[src/rtl/id_ex_stage.sv]
// ID/EX pipeline register with load-use hazard detection and flush handling.
// Captures decoder control bits and ID operands into EX each cycle. It inserts
// a bubble on a load-use hazard or on a flush, and counts the bubbles inserted.
module id_ex_stage #(
   parameter int DATA_W = 32,
   parameter int CNT_W  = 16
) (
   input  logic              clk,
   input  logic              rst_n,
   input  logic              id_RegDst,
   input  logic              id_Jump,
   input  logic              id_Branch,
   input  logic              id_MemRead,
   input  logic              id_MemtoReg,
   input  logic              id_MemWrite,
   input  logic              id_ALUSrc,
   input  logic              id_RegWrite,
   input  logic [1:0]        id_ALUOp,
   input  logic              id_valid,
   input  logic [DATA_W-1:0] id_pc4,
   input  logic [DATA_W-1:0] id_rs_data,
   input  logic [DATA_W-1:0] id_rt_data,
   input  logic [DATA_W-1:0] id_imm,
   input  logic [4:0]        id_rs,
   input  logic [4:0]        id_rt,
   input  logic [4:0]        id_rd,
   input  logic [5:0]        id_funct,
   input  logic              flush,
   output logic              ex_RegDst,
   output logic              ex_Jump,
   output logic              ex_Branch,
   output logic              ex_MemRead,
   output logic              ex_MemtoReg,
   output logic              ex_MemWrite,
   output logic              ex_ALUSrc,
   output logic              ex_RegWrite,
   output logic [1:0]        ex_ALUOp,
   output logic              ex_valid,
   output logic [DATA_W-1:0] ex_pc4,
   output logic [DATA_W-1:0] ex_rs_data,
   output logic [DATA_W-1:0] ex_rt_data,
   output logic [DATA_W-1:0] ex_imm,
   output logic [4:0]        ex_rs,
   output logic [4:0]        ex_rt,
   output logic [4:0]        ex_rd,
   output logic [5:0]        ex_funct,
   output logic              pc_write,
   output logic              ifid_write,
   output logic [CNT_W-1:0]  bubble_cnt
);

   // Everything the EX stage holds. An all-zero value is a no-op bubble.
   typedef struct packed {
      logic              reg_dst;
      logic              jump;
      logic              branch;
      logic              mem_read;
      logic              mem_to_reg;
      logic              mem_write;
      logic              alu_src;
      logic              reg_write;
      logic [1:0]        alu_op;
      logic              valid;
      logic [DATA_W-1:0] pc4;
      logic [DATA_W-1:0] rs_data;
      logic [DATA_W-1:0] rt_data;
      logic [DATA_W-1:0] imm;
      logic [4:0]        rs;
      logic [4:0]        rt;
      logic [4:0]        rd;
      logic [5:0]        funct;
   } ex_t;

   ex_t  ex_q;
   ex_t  ex_next;
   logic hazard;
   logic bubble;

   // The load in EX writes a register that the ID instruction reads. $0 never
   // conflicts. rt is compared even when the instruction does not read it.
   assign hazard = ex_q.valid & ex_q.mem_read & id_valid & (ex_q.rt != 5'd0) &
                   ((ex_q.rt == id_rs) | (ex_q.rt == id_rt));

   // A flush overrides the stall so that IF can redirect.
   assign pc_write   = ~hazard | flush;
   assign ifid_write = ~hazard | flush;
   assign bubble     = flush | hazard;

   // Next EX contents: a bubble, or ID copied with stores and writebacks gated when ID is invalid.
   always_comb begin
      // NOTE: default everything first so no path leaves a field unassigned (no latch).
      ex_next = '0;
      if (!bubble) begin
         ex_next.reg_dst    = id_RegDst;
         ex_next.jump       = id_Jump;
         ex_next.branch     = id_Branch;
         ex_next.mem_read   = id_MemRead;
         ex_next.mem_to_reg = id_MemtoReg;
         ex_next.mem_write  = id_MemWrite & id_valid;
         ex_next.alu_src    = id_ALUSrc;
         ex_next.reg_write  = id_RegWrite & id_valid;
         ex_next.alu_op     = id_ALUOp;
         ex_next.valid      = id_valid;
         ex_next.pc4        = id_pc4;
         ex_next.rs_data    = id_rs_data;
         ex_next.rt_data    = id_rt_data;
         ex_next.imm        = id_imm;
         ex_next.rs         = id_rs;
         ex_next.rt         = id_rt;
         ex_next.rd         = id_rd;
         ex_next.funct      = id_funct;
      end
   end

   // EX pipeline register, cleared asynchronously to a bubble.
   always_ff @(posedge clk or negedge rst_n) begin
      // NOTE: non-blocking assignment so all flops sample pre-edge values together.
      if (!rst_n) ex_q <= '0;
      else        ex_q <= ex_next;
   end

   // Saturating count of bubble cycles; flush and hazard together count once.
   always_ff @(posedge clk or negedge rst_n) begin
      if (!rst_n)                         bubble_cnt <= '0;
      else if (bubble && bubble_cnt != '1) bubble_cnt <= bubble_cnt + CNT_W'(1);
   end

   assign ex_RegDst   = ex_q.reg_dst;
   assign ex_Jump     = ex_q.jump;
   assign ex_Branch   = ex_q.branch;
   assign ex_MemRead  = ex_q.mem_read;
   assign ex_MemtoReg = ex_q.mem_to_reg;
   assign ex_MemWrite = ex_q.mem_write;
   assign ex_ALUSrc   = ex_q.alu_src;
   assign ex_RegWrite = ex_q.reg_write;
   assign ex_ALUOp    = ex_q.alu_op;
   assign ex_valid    = ex_q.valid;
   assign ex_pc4      = ex_q.pc4;
   assign ex_rs_data  = ex_q.rs_data;
   assign ex_rt_data  = ex_q.rt_data;
   assign ex_imm      = ex_q.imm;
   assign ex_rs       = ex_q.rs;
   assign ex_rt       = ex_q.rt;
   assign ex_rd       = ex_q.rd;
   assign ex_funct    = ex_q.funct;

endmodule

[config.mk]
export PLATFORM = sky130hd
export DESIGN_NAME = id_ex_stage
export DESIGN_NICKNAME = d
export VERILOG_FILES = /design/src/rtl/id_ex_stage.sv
export SDC_FILE = /design/constraint.sdc
export NUM_CORES = 1
export LEC_CHECK = 0
export ABC_AREA = 0
export BUFFER_PORTS_ARGS = -buffer_cell sky130_fd_sc_hd__buf_2
export CELL_PAD_IN_SITES_DETAIL_PLACEMENT = 2
export CELL_PAD_IN_SITES_GLOBAL_PLACEMENT = 2
export CORE_MARGIN = 3
export CORE_UTILIZATION = 27
export DETAILED_ROUTE_END_ITERATION = 10
export PLACE_DENSITY_LB_ADDON = 0.1
export SYNTH_ARGS = -nofsm -noshare
export SYNTH_HDL_FRONTEND = slang
export SYNTH_SLANG_ARGS = --single-unit
export TNS_END_PERCENT = 100
[constraint.sdc]
create_clock -name clk -period 2.4 [get_ports clk]
set_clock_uncertainty 0.1 [all_clocks]
set_input_delay 0.6 -clock clk [delete_from_list [all_inputs] [get_ports clk]]
set_output_delay 0.6 -clock clk [all_outputs]
set_load 0.005 [all_outputs]
Word-level counts from Yosys, hierarchy flattened:

Cells that the tools add are included.

* $add $sub $neg: 1
* equality and inequality tests: 3
* multiplexer cells: 1
* bitwise logic cells: 10
* reductions and logical operators: 2

Operator list (number)
* two-way mux 160 bit: 1
* adder 16 x 1 -> 16 bit, second input constant: 1
* inequality test 16 bit, second input constant: 1
* equality test 5 bit: 2
* AND 1 bit: 6
* nonzero test 5 bit: 1
* OR 1 bit: 3
* logical AND 1 bit: 1
* NOT 1 bit: 1

* register bits after elaboration: 176
* input bits: 163
* output and inout port bits: 178
* logic and storage cells: 36

Longest topological paths before layout:

* depth after elaboration: 6
* gate-level depth with buffers: 8
* gate-level depth less buffers: 6

Least setup slack after synthesis:

No wires, ideal clock.

* path type: in2out
* start: input port id_rs[2]
* end: output port pc_write
* arrival: 1551 ps
* path slack: 149 ps
* cell stages on the path: 5
* path buffers: 1
* cell sequence: xor2_1 > nor3_1 > a22oi_1 > or3_1 > buf_4

* longest elaborated chain between the ends: 5

Ends and longest elaborated chain
* start: declaration: line 24 `input logic [4:0] id_rs,`
* equality test 5 bit: line 82 `((ex_q.rt == id_rs) | (ex_q.rt == id_rt));`
* OR 1 bit: line 82
* AND 1 bit: line 81 `assign hazard = ex_q.valid & ex_q.mem_read & id_valid & (ex_q.rt != 5'd0) &`
* NOT 1 bit
* OR 1 bit
* end: declaration: line 47 `output logic pc_write,`

No other way between the ends.

Worst setup path in the final report:

* start: register ex_q, in the netlist ex_rt[2]
* end: output port pc_write

* longest elaborated chain between the ends: 5

Ends and longest elaborated chain
* start: declaration: line 74 `ex_t ex_q;`
* start signal: assignment: line 119 `else ex_q <= ex_next;`
* equality test 5 bit or nonzero test 5 bit (tied branches): line 82, 81
* OR 1 bit or AND 1 bit (tied branches): line 82, 81
* AND 1 bit *: line 81
* NOT 1 bit *: line 85 `assign pc_write = ~hazard | flush;`
* OR 1 bit *: line 85

Mark *: on every way between the ends. The rest lies on a longest branch, timed or not.

==> results_dict.tcl <==
set metrics [dict create \
    grt_pass1_vias 5247 \
    synth_edf_count 0 \
    max_slew_margin_pct 61.8 \
    first_iter_violations 146 \
    syn2layout_area_growth_pct 47.9 \
    viasPerCell 4.24 \
    antenna_found_initial 2 \
    ctsLongestPathBuffers 2 \
    finish.utilization_pct 40.9 \
    hp-class "in -> async" \
    syn_nets 598 \
    dr.pass1.iters 4 \
    ys_ff_latch 176 \
    leakagePower_uw 0.00487 \
    max_stage_delay_ns 0.53 \
    synth_area_per_cell_um2 14.0 \
    synth_top_family_by_area "simple AND/OR/NAND/NOR gates" \
    end_kind "primary output" \
    pwr-share-clk_pct 38.8 \
    seq_power_share_pct 48.1 \
    portBuffers 340 \
    mostFrequentLayoutCells "buf_2, dfrtp_1, and2_1, clkbuf_16, xor2_1" \
    synth_cell_types 33 \
    status "finished with violations" \
    routedWlPerCell_um 19.5 \
    swShare_pct 26.3 \
    num_rows 54 \
    drt_wl_total_um 21300 \
    grt_max_degree 89 \
    synthMuxAreaShare_pct 0.618 \
    root_buffer "clkbuf_16" \
    core_um2 22000 \
    layout_setup_ws_ns -0.188 \
    final-setup-viol-count 2 \
    synthCells 434 \
    dp_hpwl_um 15800 \
    route.vias.total 4622 \
    cts_tree "yes" \
    cp_max_fo 4 \
    grt_pass1_wl_um 30400 \
    violations "setup timing" \
    dieWidth_um 156 \
    whs_ns 0.0362 \
    max_freq_ghz 0.386 \
    required_ns 1.70 \
    dieArea_um2 24300 \
    cts_hold_buf 0 \
    drc 0 \
    tightest_slew_ns 0.573 \
    rsz0062_at_grt "true" \
    drive_gt1_share_pct 50.4 \
    powerDensity_nw_per_um2 768 \
    start_util_pct 27.7 \
    crit_buf_inv 1 \
    final_nets 961 \
    final_antenna_net_count 0 \
    netlist_area_um2 6070 \
    yosys-top-cells-area "dfrtp_1, and2_1, xor2_1" \
    h-tree-depth 4 \
    crit_family "simple AND/OR/NAND/NOR gates" \
    yosys.area_share.simple_pct 20.4 \
    synth_flop_cell "dfrtp_1" \
    yosys.area.top_type "dfrtp_1" \
    ios 341 \
    netlist.area_leader.share_pct 72.5 \
    synth_compound_area_share_pct 1.13 \
    p_int_uw 5080 \
    synth_adder_area_share_pct 0.206 \
    final.period_utilization_pct 108 \
    place_congestion 0.759 \
    synth_xor_area_share_pct 3.17 \
    async_flop_share_pct 100 \
    crit_type "reg -> out" \
    netSwitchingPower_uw 1820 \
    die_h_um 156 \
    timing.final.max_slew_violations 0 \
    cts.sinks 176 \
    path_cells "or4_4, o2111ai_2, or3_4, buf_2" \
    grtUsageTotal_pct 16.5 \
    clk_latency_ns 0.42 \
    layout_commonest_cell "buf_2" \
    period_needed_ns 2.59 \
    drv_cap 0 \
    numCtsBuffers 17 \
    grt.overflow.total 0 \
    cp-start-kind "flip-flop" \
    arrival_ns 1.89 \
    cp_slowest_cell "or4_4" \
    p_comb_share_pct 13.0 \
    hold_violations 0 \
    total_power_uw 6900 \
    vdd_drop_max_mv 0.416 \
    clk_pin_slew_ns 0.07 \
    ys_seq_area_share_pct 72.5 \
    ys_warn_count 0 \
]
[synthesized netlist by cell type (2+ instances only)]
library cell / instances
dfrtp_1: 176
and2_1: 158
xor2_1: 20
clkbuf_2: 16
nand2_1: 8
nor3_1: 7
and3_1: 6
nand3_1: 6
nor2_1: 6
buf_4: 3
o21ai_0: 3
mux2_1: 2
nor4b_2: 2
xnor2_1: 2
[cells by family (layout without fill, tap and decap cells)]
family	count (synthesis)	in the layout
AO/OA/AOI/OAI	9	10
buffers and inverters	21	395
adder cells (fa/ha/maj)	1	1
multiplexers	3	3
flip-flops	176	176
other	0	2
XOR/XNOR	22	22
AND/OR/NAND/NOR	202	202
[power by group through the flow]
stage | clock network (uW) | registers, uW | logic, uW
global placement | 0 | 3360 | 840
detailed placement | 0 | 3380 | 869
floorplan | 0 | 3380 | 273
global route | 2900 | 3350 | 1010
CTS | 2770 | 3320 | 881
finish | 2680 | 3320 | 898
[stage by stage]
| stage | worst slack, ns | instances | cell area [um2] | setup TNS, ns |
|---|---|---|---|---|
| 2_1_floorplan | 0.149 | 434 | 6070 | 0 |
| 3_3_place_gp | -0.0850 | 1047 | 8220 | -0.254 |
| 3_5_place_dp | -0.123 | 1047 | 8220 | -0.866 |
| 4_1_cts | -0.265 | 1083 | 8820 | -0.530 |
| 5_1_grt | -0.273 | 1091 | 8980 | -0.719 |
| 6_report | -0.188 | 1091 | 8980 | -0.377 |
[worst register-to-register path, stage by stage (launching register included)]
cell and delay (ns):
dfrtp_1 0.43, or4_4 0.53, o2111ai_2 0.22, buf_4 0.17, o21ba_4 0.22, buf_8 0.16, clkbuf_16 0.24, and2_1 0.18
[registers in the layout, indices dropped and copies added (netlist names), 2 cells and up]
signal and cells:
ex_rs 5, ex_rd 5, ex_imm 32, ex_pc4 32
ex_rt_data 32, ex_rs_data 32, bubble_cnt 16, ex_rt 5
ex_funct 6, ex_ALUOp 2
[worst paths after layout]
path / from / to / slack [ns] / cells past startpoint
setup / recovery: ex_rt[2]$_DFF_PN0_ / pc_write / -0.19 / 4
hold / removal: rst_n / ex_rt_data[24]$_DFF_PN0_ / 0.04 / 1
setup reg to reg: ex_rt[2]$_DFF_PN0_ / ex_rt[2]$_DFF_PN0_ / 0.10 / 7
hold reg to reg: bubble_cnt[8]$_DFFE_PN0P_ / bubble_cnt[8]$_DFFE_PN0P_ / 0.39 / 1
max in group asynchronous: rst_n / ex_rt_data[6]$_DFF_PN0_ / 1.55 / 2
min in group clk: id_imm[22] / ex_imm[22]$_DFF_PN0_ / 0.28 / 2
[area by class of cell]
class	instances	area, um2
Sequential cell	176	4410
Clock buffer	18	429
Timing Repair Buffer	363	2050
Multi-Input combinational cell	238	1610
Fill cell	2344	13000
Antenna cell	2	5.00
Tap cell	280	350
Inverter	1	3.75
Clock inverter	13	129
[metal layers]
layer  vias to the layer above  track usage, %  part of all wire (%)
li1                       2082               -                     -
met1                      2335            17.5                    36
met4                         0            6.43                   2.5
met3                        32            4.60                   6.0
met5                         -               0                     0
met2                       173            30.7                    55
[what timing repair did]
item / CTS / global route
pin swaps: 6 / 8
setup endpoints to repair: 2 / 33
cloned: 0 / 4
gates resized for setup: 2 / 10
buffers inserted: 5 / 3
Power figures use the tool's default switching activity.
